`config.mk`:
```
export PLATFORM = sky130hd
export DESIGN_NAME = vga_timing_gen
export DESIGN_NICKNAME = d
export VERILOG_FILES = /design/src/rtl/vga_timing_gen.sv
export SDC_FILE = /design/constraint.sdc
export NUM_CORES = 1
export LEC_CHECK = 0
export BUFFER_PORTS_ARGS = -buffer_cell sky130_fd_sc_hd__buf_2
export CORE_ASPECT_RATIO = 0.8
export CORE_UTILIZATION = 56
export CTS_BUF_LIST = sky130_fd_sc_hd__clkbuf_2
export DETAILED_ROUTE_END_ITERATION = 6
export GPL_TIMING_DRIVEN = 0
export PLACE_DENSITY_LB_ADDON = 0.12
export SLEW_MARGIN = 30
export SYNTH_ARGS = -nofsm -noshare
export SYNTH_HDL_FRONTEND = slang
export SYNTH_SLANG_ARGS = --single-unit
```
`constraint.sdc`:
```
create_clock -name clock -period 2.65 [get_ports clock]
set_clock_uncertainty 0.15 [all_clocks]
set_input_delay 0.6625 -clock clock [delete_from_list [all_inputs] [get_ports clock]]
set_output_delay 0.6625 -clock clock [all_outputs]
set_load 0.01 [all_outputs]
```
`src/rtl/vga_timing_gen.sv`:
```
// ---------------------------------------------------------------------------
// vga_timing_gen
//   Generates SVGA raster timing (default 800x600 visible, 1056x628 total)
//   and the visible pixel coordinates for the downstream draw stages. Every
//   output is registered from the next-state counters. Outputs therefore
//   always describe the same raster position as the internal counters, and
//   draw stages can be purely combinational on row/col.
//
//   Ports:
//     clock       - system clock
//     reset       - synchronous, active-high; takes priority over pix_en
//     pix_en      - pixel tick; the raster advances one pixel per enabled clock
//     row, col    - visible line / pixel index, forced to 0 while blanked
//     hsync/vsync - sync pulses, active level selected by SYNC_POL
//     blank       - 1 outside the visible region
//     line_end    - single-clock pulse while at the last pixel of a line
//     frame_end   - single-clock pulse while at the last pixel of a frame
//     frame_count - (only with VGA_FRAME_COUNT_EN) 16-bit wrapping frame counter
//
//   Optional feature macro: VGA_FRAME_COUNT_EN adds the frame_count output.
// ---------------------------------------------------------------------------
module vga_timing_gen #(
  parameter int H_VISIBLE = 800,
  parameter int H_FRONT   = 40,
  parameter int H_SYNC    = 128,
  parameter int H_BACK    = 88,
  parameter int V_VISIBLE = 600,
  parameter int V_FRONT   = 1,
  parameter int V_SYNC    = 4,
  parameter int V_BACK    = 23,
  parameter bit SYNC_POL  = 1'b1
) (
  input  logic        clock,
  input  logic        reset,
  input  logic        pix_en,
  output logic [9:0]  row,
  output logic [9:0]  col,
  output logic        hsync,
  output logic        vsync,
  output logic        blank,
  output logic        line_end,
`ifdef VGA_FRAME_COUNT_EN
  output logic        frame_end,
  output logic [15:0] frame_count
`else
  output logic        frame_end
`endif
);

  localparam int H_TOTAL = H_VISIBLE + H_FRONT + H_SYNC + H_BACK;
  localparam int V_TOTAL = V_VISIBLE + V_FRONT + V_SYNC + V_BACK;

  // Refuse to elaborate with timing that the 11-bit counters or the 10-bit
  // coordinate outputs cannot represent, or with a zero-length phase that
  // would make two state boundaries coincide.
  if (H_FRONT < 1 || H_SYNC < 1 || H_BACK < 1 ||
      V_FRONT < 1 || V_SYNC < 1 || V_BACK < 1 ||
      H_VISIBLE < 1 || V_VISIBLE < 1 ||
      H_VISIBLE > 1023 || V_VISIBLE > 1023 ||
      H_TOTAL > 2048 || V_TOTAL > 2048) begin : g_bad_params
    $fatal(1, "vga_timing_gen: illegal timing parameters");
  end

  localparam logic [10:0] H_LAST     = 11'(H_TOTAL - 1);
  localparam logic [10:0] V_LAST     = 11'(V_TOTAL - 1);
  localparam logic [10:0] H_FP_START = 11'(H_VISIBLE);
  localparam logic [10:0] H_SY_START = 11'(H_VISIBLE + H_FRONT);
  localparam logic [10:0] H_BP_START = 11'(H_VISIBLE + H_FRONT + H_SYNC);
  localparam logic [10:0] V_FP_START = 11'(V_VISIBLE);
  localparam logic [10:0] V_SY_START = 11'(V_VISIBLE + V_FRONT);
  localparam logic [10:0] V_BP_START = 11'(V_VISIBLE + V_FRONT + V_SYNC);
  localparam logic        SYNC_ON    = SYNC_POL;

  // The horizontal and vertical FSMs share one state encoding.
  typedef enum logic [1:0] {
    ST_VIS  = 2'd0,
    ST_FP   = 2'd1,
    ST_SYNC = 2'd2,
    ST_BP   = 2'd3
  } phase_e;

  logic [10:0] h_count_q, h_count_d;
  logic [10:0] v_count_q, v_count_d;
  phase_e      h_state_q, h_state_d;
  phase_e      v_state_q, v_state_d;
  logic [9:0]  row_q, row_d;
  logic [9:0]  col_q, col_d;
  logic        hsync_q, hsync_d;
  logic        vsync_q, vsync_d;
  logic        blank_q, blank_d;
  logic        line_end_q, line_end_d;
  logic        frame_end_q, frame_end_d;
`ifdef VGA_FRAME_COUNT_EN
  logic [15:0] frame_count_q, frame_count_d;
`endif

  // A phase changes only when its counter lands exactly on a boundary.
  // Counters step by one, so every boundary is always hit.
  function automatic phase_e next_phase(input phase_e cur, input logic [10:0] cnt,
                                        input logic [10:0] fp, input logic [10:0] sy,
                                        input logic [10:0] bp);
    phase_e nxt;
    nxt = cur;
    if (cnt == 11'd0)  nxt = ST_VIS;
    else if (cnt == fp) nxt = ST_FP;
    else if (cnt == sy) nxt = ST_SYNC;
    else if (cnt == bp) nxt = ST_BP;
    return nxt;
  endfunction

  // Next raster position and FSM phases. With pix_en low everything holds.
  // The vertical side moves only on the tick that wraps the line.
  always_comb begin
    h_count_d = h_count_q;
    v_count_d = v_count_q;
    h_state_d = h_state_q;
    v_state_d = v_state_q;
    if (pix_en) begin
      if (h_count_q == H_LAST) begin
        h_count_d = 11'd0;
        v_count_d = (v_count_q == V_LAST) ? 11'd0 : v_count_q + 11'd1;
        v_state_d = next_phase(v_state_q, v_count_d, V_FP_START, V_SY_START, V_BP_START);
      end else begin
        h_count_d = h_count_q + 11'd1;
      end
      h_state_d = next_phase(h_state_q, h_count_d, H_FP_START, H_SY_START, H_BP_START);
    end
  end

  // Output values are derived from the next position, so each registered
  // output lines up with the counters of that same clock. The end pulses
  // require pix_en, so they drop after one clock even if pix_en stays low.
  always_comb begin
    blank_d     = (h_state_d != ST_VIS) || (v_state_d != ST_VIS);
    row_d       = blank_d ? 10'd0 : v_count_d[9:0];
    col_d       = blank_d ? 10'd0 : h_count_d[9:0];
    hsync_d     = (h_state_d == ST_SYNC) ? SYNC_ON : ~SYNC_ON;
    vsync_d     = (v_state_d == ST_SYNC) ? SYNC_ON : ~SYNC_ON;
    line_end_d  = pix_en && (h_count_d == H_LAST);
    frame_end_d = line_end_d && (v_count_d == V_LAST);
`ifdef VGA_FRAME_COUNT_EN
    frame_count_d = frame_end_d ? frame_count_q + 16'd1 : frame_count_q;
`endif
  end

  // Single state register for both FSMs, the counters and all outputs.
  // Reset restarts the raster at the visible pixel (0,0) immediately,
  // without finishing the current line.
  always_ff @(posedge clock) begin
    if (reset) begin
      h_count_q   <= 11'd0;
      v_count_q   <= 11'd0;
      h_state_q   <= ST_VIS;
      v_state_q   <= ST_VIS;
      row_q       <= 10'd0;
      col_q       <= 10'd0;
      hsync_q     <= ~SYNC_ON;
      vsync_q     <= ~SYNC_ON;
      blank_q     <= 1'b0;
      line_end_q  <= 1'b0;
      frame_end_q <= 1'b0;
`ifdef VGA_FRAME_COUNT_EN
      frame_count_q <= 16'd0;
`endif
    end else begin
      h_count_q   <= h_count_d;
      v_count_q   <= v_count_d;
      h_state_q   <= h_state_d;
      v_state_q   <= v_state_d;
      row_q       <= row_d;
      col_q       <= col_d;
      hsync_q     <= hsync_d;
      vsync_q     <= vsync_d;
      blank_q     <= blank_d;
      line_end_q  <= line_end_d;
      frame_end_q <= frame_end_d;
`ifdef VGA_FRAME_COUNT_EN
      frame_count_q <= frame_count_d;
`endif
    end
  end

  assign row       = row_q;
  assign col       = col_q;
  assign hsync     = hsync_q;
  assign vsync     = vsync_q;
  assign blank     = blank_q;
  assign line_end  = line_end_q;
  assign frame_end = frame_end_q;
`ifdef VGA_FRAME_COUNT_EN
  assign frame_count = frame_count_q;
`endif

endmodule

```
# Word level (Yosys, flattened, before mapping)
# Cells that the tools add are included.
# totals
register_bits	51
in_bits	3
elab_cells	52
# op_classes
addsub	2
n_eq_ne	12
muxes	19
n_reduce_logical	8
# ops
op	n
11-bit by 10-bit equality test with 1-bit output (second input constant)	8
11-bit 2-to-1 mux	6
11-bit by 1-bit adder with 11-bit output (second input constant)	2
11-bit equality test (second input constant)	2
11-bit logical NOT	2
2-bit 2-to-1 mux	11
2-bit equality test (second input constant)	2
2-bit nonzero test	2
1-bit logical AND	2
1-bit 2-to-1 mux	2
2-bit OR reduction	1
1-bit logical OR	1

# Longest topological paths before layout
# logic_depth
word_depth	12
mapped_depth	11
ltp_nobuf	8

# Worst setup path after synthesis
# No wires, ideal clock.
# synth_timing
path_type	register to register
from	reg h_count_q[0]
to	reg row_q[0] (netlist: row[0])
setup_ns	0.116
arrival_ns	2.565
required_time_ns	2.384
path_slack_ns	-0.181
path_stages_with_launch	10
n_path_buf	1
cell_sequence	dfxtp_1 -> ha_1 -> clkbuf_1 -> nand3_1 -> or3_1 -> a211o_1 -> nor4b_1 -> a21o_1 -> o21ai_1 -> and4_1
# synth_via
elab_chain_len	12
word_cells_on_any_way	21
# synth_lines
element	line_no	text
start: declaration	82	logic [10:0] h_count_q, h_count_d;
start signal: assignment	166	h_count_q <= h_count_d;
11-bit by 1-bit adder with 11-bit output or 11-bit equality test (tied branches)	124, 119	
11-bit 2-to-1 mux	119	if (h_count_q == H_LAST) begin
11-bit 2-to-1 mux	118	if (pix_en) begin
11-bit by 10-bit equality test with 1-bit output	107	else if (cnt == bp) nxt = ST_BP;
2-bit 2-to-1 mux	107	
2-bit 2-to-1 mux	106	else if (cnt == sy) nxt = ST_SYNC;
2-bit 2-to-1 mux	105	else if (cnt == fp) nxt = ST_FP;
2-bit 2-to-1 mux	104	if (cnt == 11'd0) nxt = ST_VIS;
2-bit 2-to-1 mux	118	
2-bit nonzero test	134	blank_d = (h_state_d != ST_VIS) || (v_state_d != ST_VIS);
1-bit logical OR	134	
2-bit OR reduction (no source line)	--	
end signal: assignment	170	row_q <= row_d;
end: declaration	86	logic [9:0] row_q, row_d;
# Several ways; a longest one is shown, not always the timed one. The select of a mux whose other input is x is not followed.
# A chain may end at the register's enable or synchronous reset.

# Worst setup path after layout
# layout_timing
from	reg v_count_q[0]
to	reg row_q[1] (netlist: row[1])
# layout_via
elab_chain_len	12
word_cells_on_any_way	18
# layout_lines
element	line_no	text
start: declaration	83	logic [10:0] v_count_q, v_count_d;
start signal: assignment	167	v_count_q <= v_count_d;
11-bit by 1-bit adder with 11-bit output or 11-bit by 10-bit equality test with 1-bit output (tied branches)	121	v_count_d = (v_count_q == V_LAST) ? 11'd0 : v_count_q + 11'd1;
11-bit 2-to-1 mux *	121	
11-bit by 10-bit equality test with 1-bit output	107	
2-bit 2-to-1 mux	107	
2-bit 2-to-1 mux	106	
2-bit 2-to-1 mux	105	
2-bit 2-to-1 mux	104	
2-bit 2-to-1 mux	119	
2-bit 2-to-1 mux	118	
2-bit nonzero test	134	
1-bit logical OR	134	
2-bit OR reduction (no source line)	--	
# Mark *: on every way between the ends. The rest lies on a longest branch, timed or not.

==> results.md <==
* Status: complete, but fails checks
* Failing checks: design-rule violations, negative setup slack
* Number of synthesized flops with an enable pin at 0
* Fin worst setup slack at -0.1995 ns
* CP Capture Type: register
* Ant diodes at 0
* Wirelength, routed at 8486 um
* Most used flip-flop cell after synthesis: dfxtp_1
* Slew Limit Fails at 0
* HPWL after DPL at 5267 um
* Routed Antenna Nets at 0
* Final-layout fill cell count at 346
* GRT overflow at 0
* Syn nets at 351
* Total die area at 5656 um2
* Design Area, Final at 3959 um2
* CTS Buffer Depth at 2
* RSZ-0062 raised after global routing: yes
* Critical-path maximum fanout at 8
* Leak Pwr at 0.001517 uW
* WP data arrival at 3.08 ns
* Die width at 83.84 um
* Syn Area/Cell at 8.747 um2
* First-pass GRT wire length at 12080 um
* FMAX at 350.9 MHz
* Initial core utilization at 58.90%
* Synth warn at 0
* Syn Inst Count at 343
* Final period utilization at 107.5%
* Layout cells sized above 1 at 41.13%
* Worst skew pair latency at 0.44 ns
* Clock sink total at 51
* Final Power at 1240 uW
* Final hold violation count at 0
* Clock Pin Slew Worst Setup and Hold Paths at 0.25 ns
* Total CTS buffers at 5
* Drt wl/cell at 18.13 um
* TritonCTS clock tree: done
* Layout Nets at 413
* DRC marker count from the first detailed-route iteration at 347
* Max-cap viol count at 0
* Worst setup SP type: register
* Pin count of the biggest net entering global routing at 16
* Vias per inst at 6.254
* Cell area power density at 313.3 nW/um2
* Port Buffers at 26
* P&R area growth vs syn at 31.94%
* Overall Global Routing Usage at 27.56%
* Synth top area cells: dfxtp_1 34%, nor2_1 5.4%, and4_1 3.8%, nor4_2 3.8%, xnor2_1 3.5%
* Crit Path Category: reg2reg
* Clock period minus worst slack at 2.849 ns
* Cell Area, Synth at 3000 um2
* Placed Area at 3254 um2
* VDD IR max at 0.2573 mV
* Post-synthesis async set-or-reset flop share at 0%
* HP Class: in2reg
* Post-synthesis sequential area ratio at 34.03%
* Final setup violation count at 23
* Die Y at 67.47 um
* Via count at 2927
* Ports at 28
* Post-synthesis cell type count at 70
* Row count at 23
* Vias in the first global route at 2490
* Post-synth top area cell: dfxtp_1
* Slew @ Worst Pin at 0.5723 ns
* Slew HR at 61.84%
* Residual DRC count at 8
* CP required at 2.88 ns
* Synth top area share at 34.03%
* Flops & latches, synth at 51
* GPL Wtd Cong at 0.9421
* CTS Root Cell: clkbuf_2
* Clock H-tree levels at 2
* Total core area at 5094 um2
* Initial antenna violation count at 0
* Pre-antenna DRT Iters at 7
==> per-stage QoR <==
step	instances	worst slack [ns]	hold slack (ns)	utilization [%]	setup TNS [ns]
after floorplan	343	-0.04832	0.3494	-	-0.09675
after global placement	431	-0.3474	0.3787	63.89	-7.353
after detailed placement	431	-0.4137	0.3897	63.89	-8.495
after CTS	450	-0.1505	0.2820	69.81	-2.588
after global routing	468	-0.3097	0.2355	77.72	-5.560
final	468	-0.1995	0.2723	77.72	-2.866
==> placed cells by master (no fill, tap or decap), types with 6 or more instances in the layout <==
cell type / netlist / routed
and4_1: 13 / 10
clkbuf_2: 0 / 9
buf_6: 3 / 6
dfxtp_4: 0 / 7
a21oi_1: 14 / 10
o21ai_0: 9 / 9
dfxtp_1: 51 / 42
nand2_1: 24 / 22
mux2i_1: 7 / 6
xnor2_1: 12 / 10
nand3_1: 11 / 8
nor3_1: 9 / 7
nor4_2: 9 / 6
buf_4: 1 / 32
nor4_4: 3 / 10
nand4_1: 6 / 6
xor2_1: 6 / 6
nor2_1: 43 / 41
buf_2: 6 / 31
inv_1: 8 / 8
==> sequential cells by signal (all words and copies together), names as in the netlist <==
| name | flops |
|---|---|
| h_count_q | 11 |
| vsync | 1 |
| col | 10 |
| v_state_q | 2 |
| h_state_q | 2 |
| hsync | 1 |
| row | 10 |
| blank | 1 |
| frame_end | 1 |
| line_end | 1 |
| v_count_q | 11 |
==> critical path, stage by stage (launching register included) <==
cell and delay [ns]:
dfxtp_2 0.41, clkbuf_2 0.20, nand3_1 0.22, xnor2_1 0.20, o32a_4 0.34, nor4_4 0.32
nand2_1 0.17, a311o_2 0.40, buf_12 0.15, buf_12 0.14, nor4_4 0.11
==> area by class of cell <==
class	instances	area (um2)	share of cell area (%)
Multi-Input combinational cell	255	2125	53.67
Sequential cell	51	1050	26.52
Timing Repair Buffer	60	417.9	10.56
Buffer	24	216.5	5.468
Tap cell	62	77.57	1.960
Clock buffer	6	30.03	0.7585
Inverter	8	30.03	0.7585
Clock inverter	2	12.51	0.3161
==> routing by layer <==
metal | track usage [%] | vias up | wire (um)
li1 | - | 1375 | -
met1 | 39.68 | 1385 | 3877
met2 | 43.24 | 152 | 3855
met3 | 5.012 | 15 | 659
met4 | 6.034 | 0 | 93
met5 | 0 | - | 0
==> kinds of logic (layout without fill, tap and decap cells) <==
| family | count (synthesis) | after routing | synth area share, % |
|---|---|---|---|
| and+or+nand+nor | 160 | 160 | 33.07 |
| AOI/OAI and AO/OA | 65 | 65 | 15.43 |
| DFF | 51 | 51 | 34.03 |
| buffers and inverters | 37 | 100 | 7.798 |
| xor gates and xnor gates | 18 | 18 | 5.254 |
| muxes | 7 | 7 | 2.335 |
| adders and majority gates | 5 | 5 | 2.085 |
==> worst paths after layout <==
| check | from | to | slack (ns) | cells past startpoint |
|---|---|---|---|---|
| hold reg to reg | h_state_q[1] | h_state_q[1] | 0.45 | 2 |
| hold / removal | reset | h_state_q[1] | 0.27 | 2 |
| setup reg to reg | v_count_q[0] | row[1] | -0.20 | 10 |
| setup / recovery | v_count_q[0] | row[1] | -0.20 | 10 |
==> synthesized netlist by cell type, types with 2 or more instances <==
cell type,count
o22ai_1,2
buf_2,6
or2b_2,2
a31oi_1,4
and2_1,4
nor2_1,43
a22oi_1,3
nand3_1,11
ha_1,5
xnor2_1,12
o21ai_0,9
clkbuf_8,5
or3_1,5
inv_1,8
a22o_1,2
mux2i_1,7
a21oi_1,14
buf_6,3
and3_1,6
nor4_4,3
nor4_1,5
buf_1,2
a211o_1,4
nor4b_1,4
nand2_1,24
xor2_1,6
nand4_1,6
nor4_2,9
clkbuf_1,11
a311o_1,2
nor3_1,9
dfxtp_1,51
a211oi_1,5
nand2b_1,3
and4_1,13
==> where the power goes <==
| part | switching, uW | internal, uW | total, uW |
|---|---|---|---|
| Sequential | 6.82 | 777 | 783 |
| Clock | 238 | 68.2 | 306 |
| Combinational | 92.2 | 58.8 | 151 |
| Total | 337 | 904 | 1240 |
==> repair_timing <==
item | 4_1_cts | 5_1_grt
gates resized for setup | 40 | 64
setup buffers | 15 | 18
hold buffers | 0 | 0
pin swaps | 17 | 16
setup endpoints to repair | 29 | 28
cloned | 1 | 0
No activity file was read; power rests on OpenSTA's default activity.
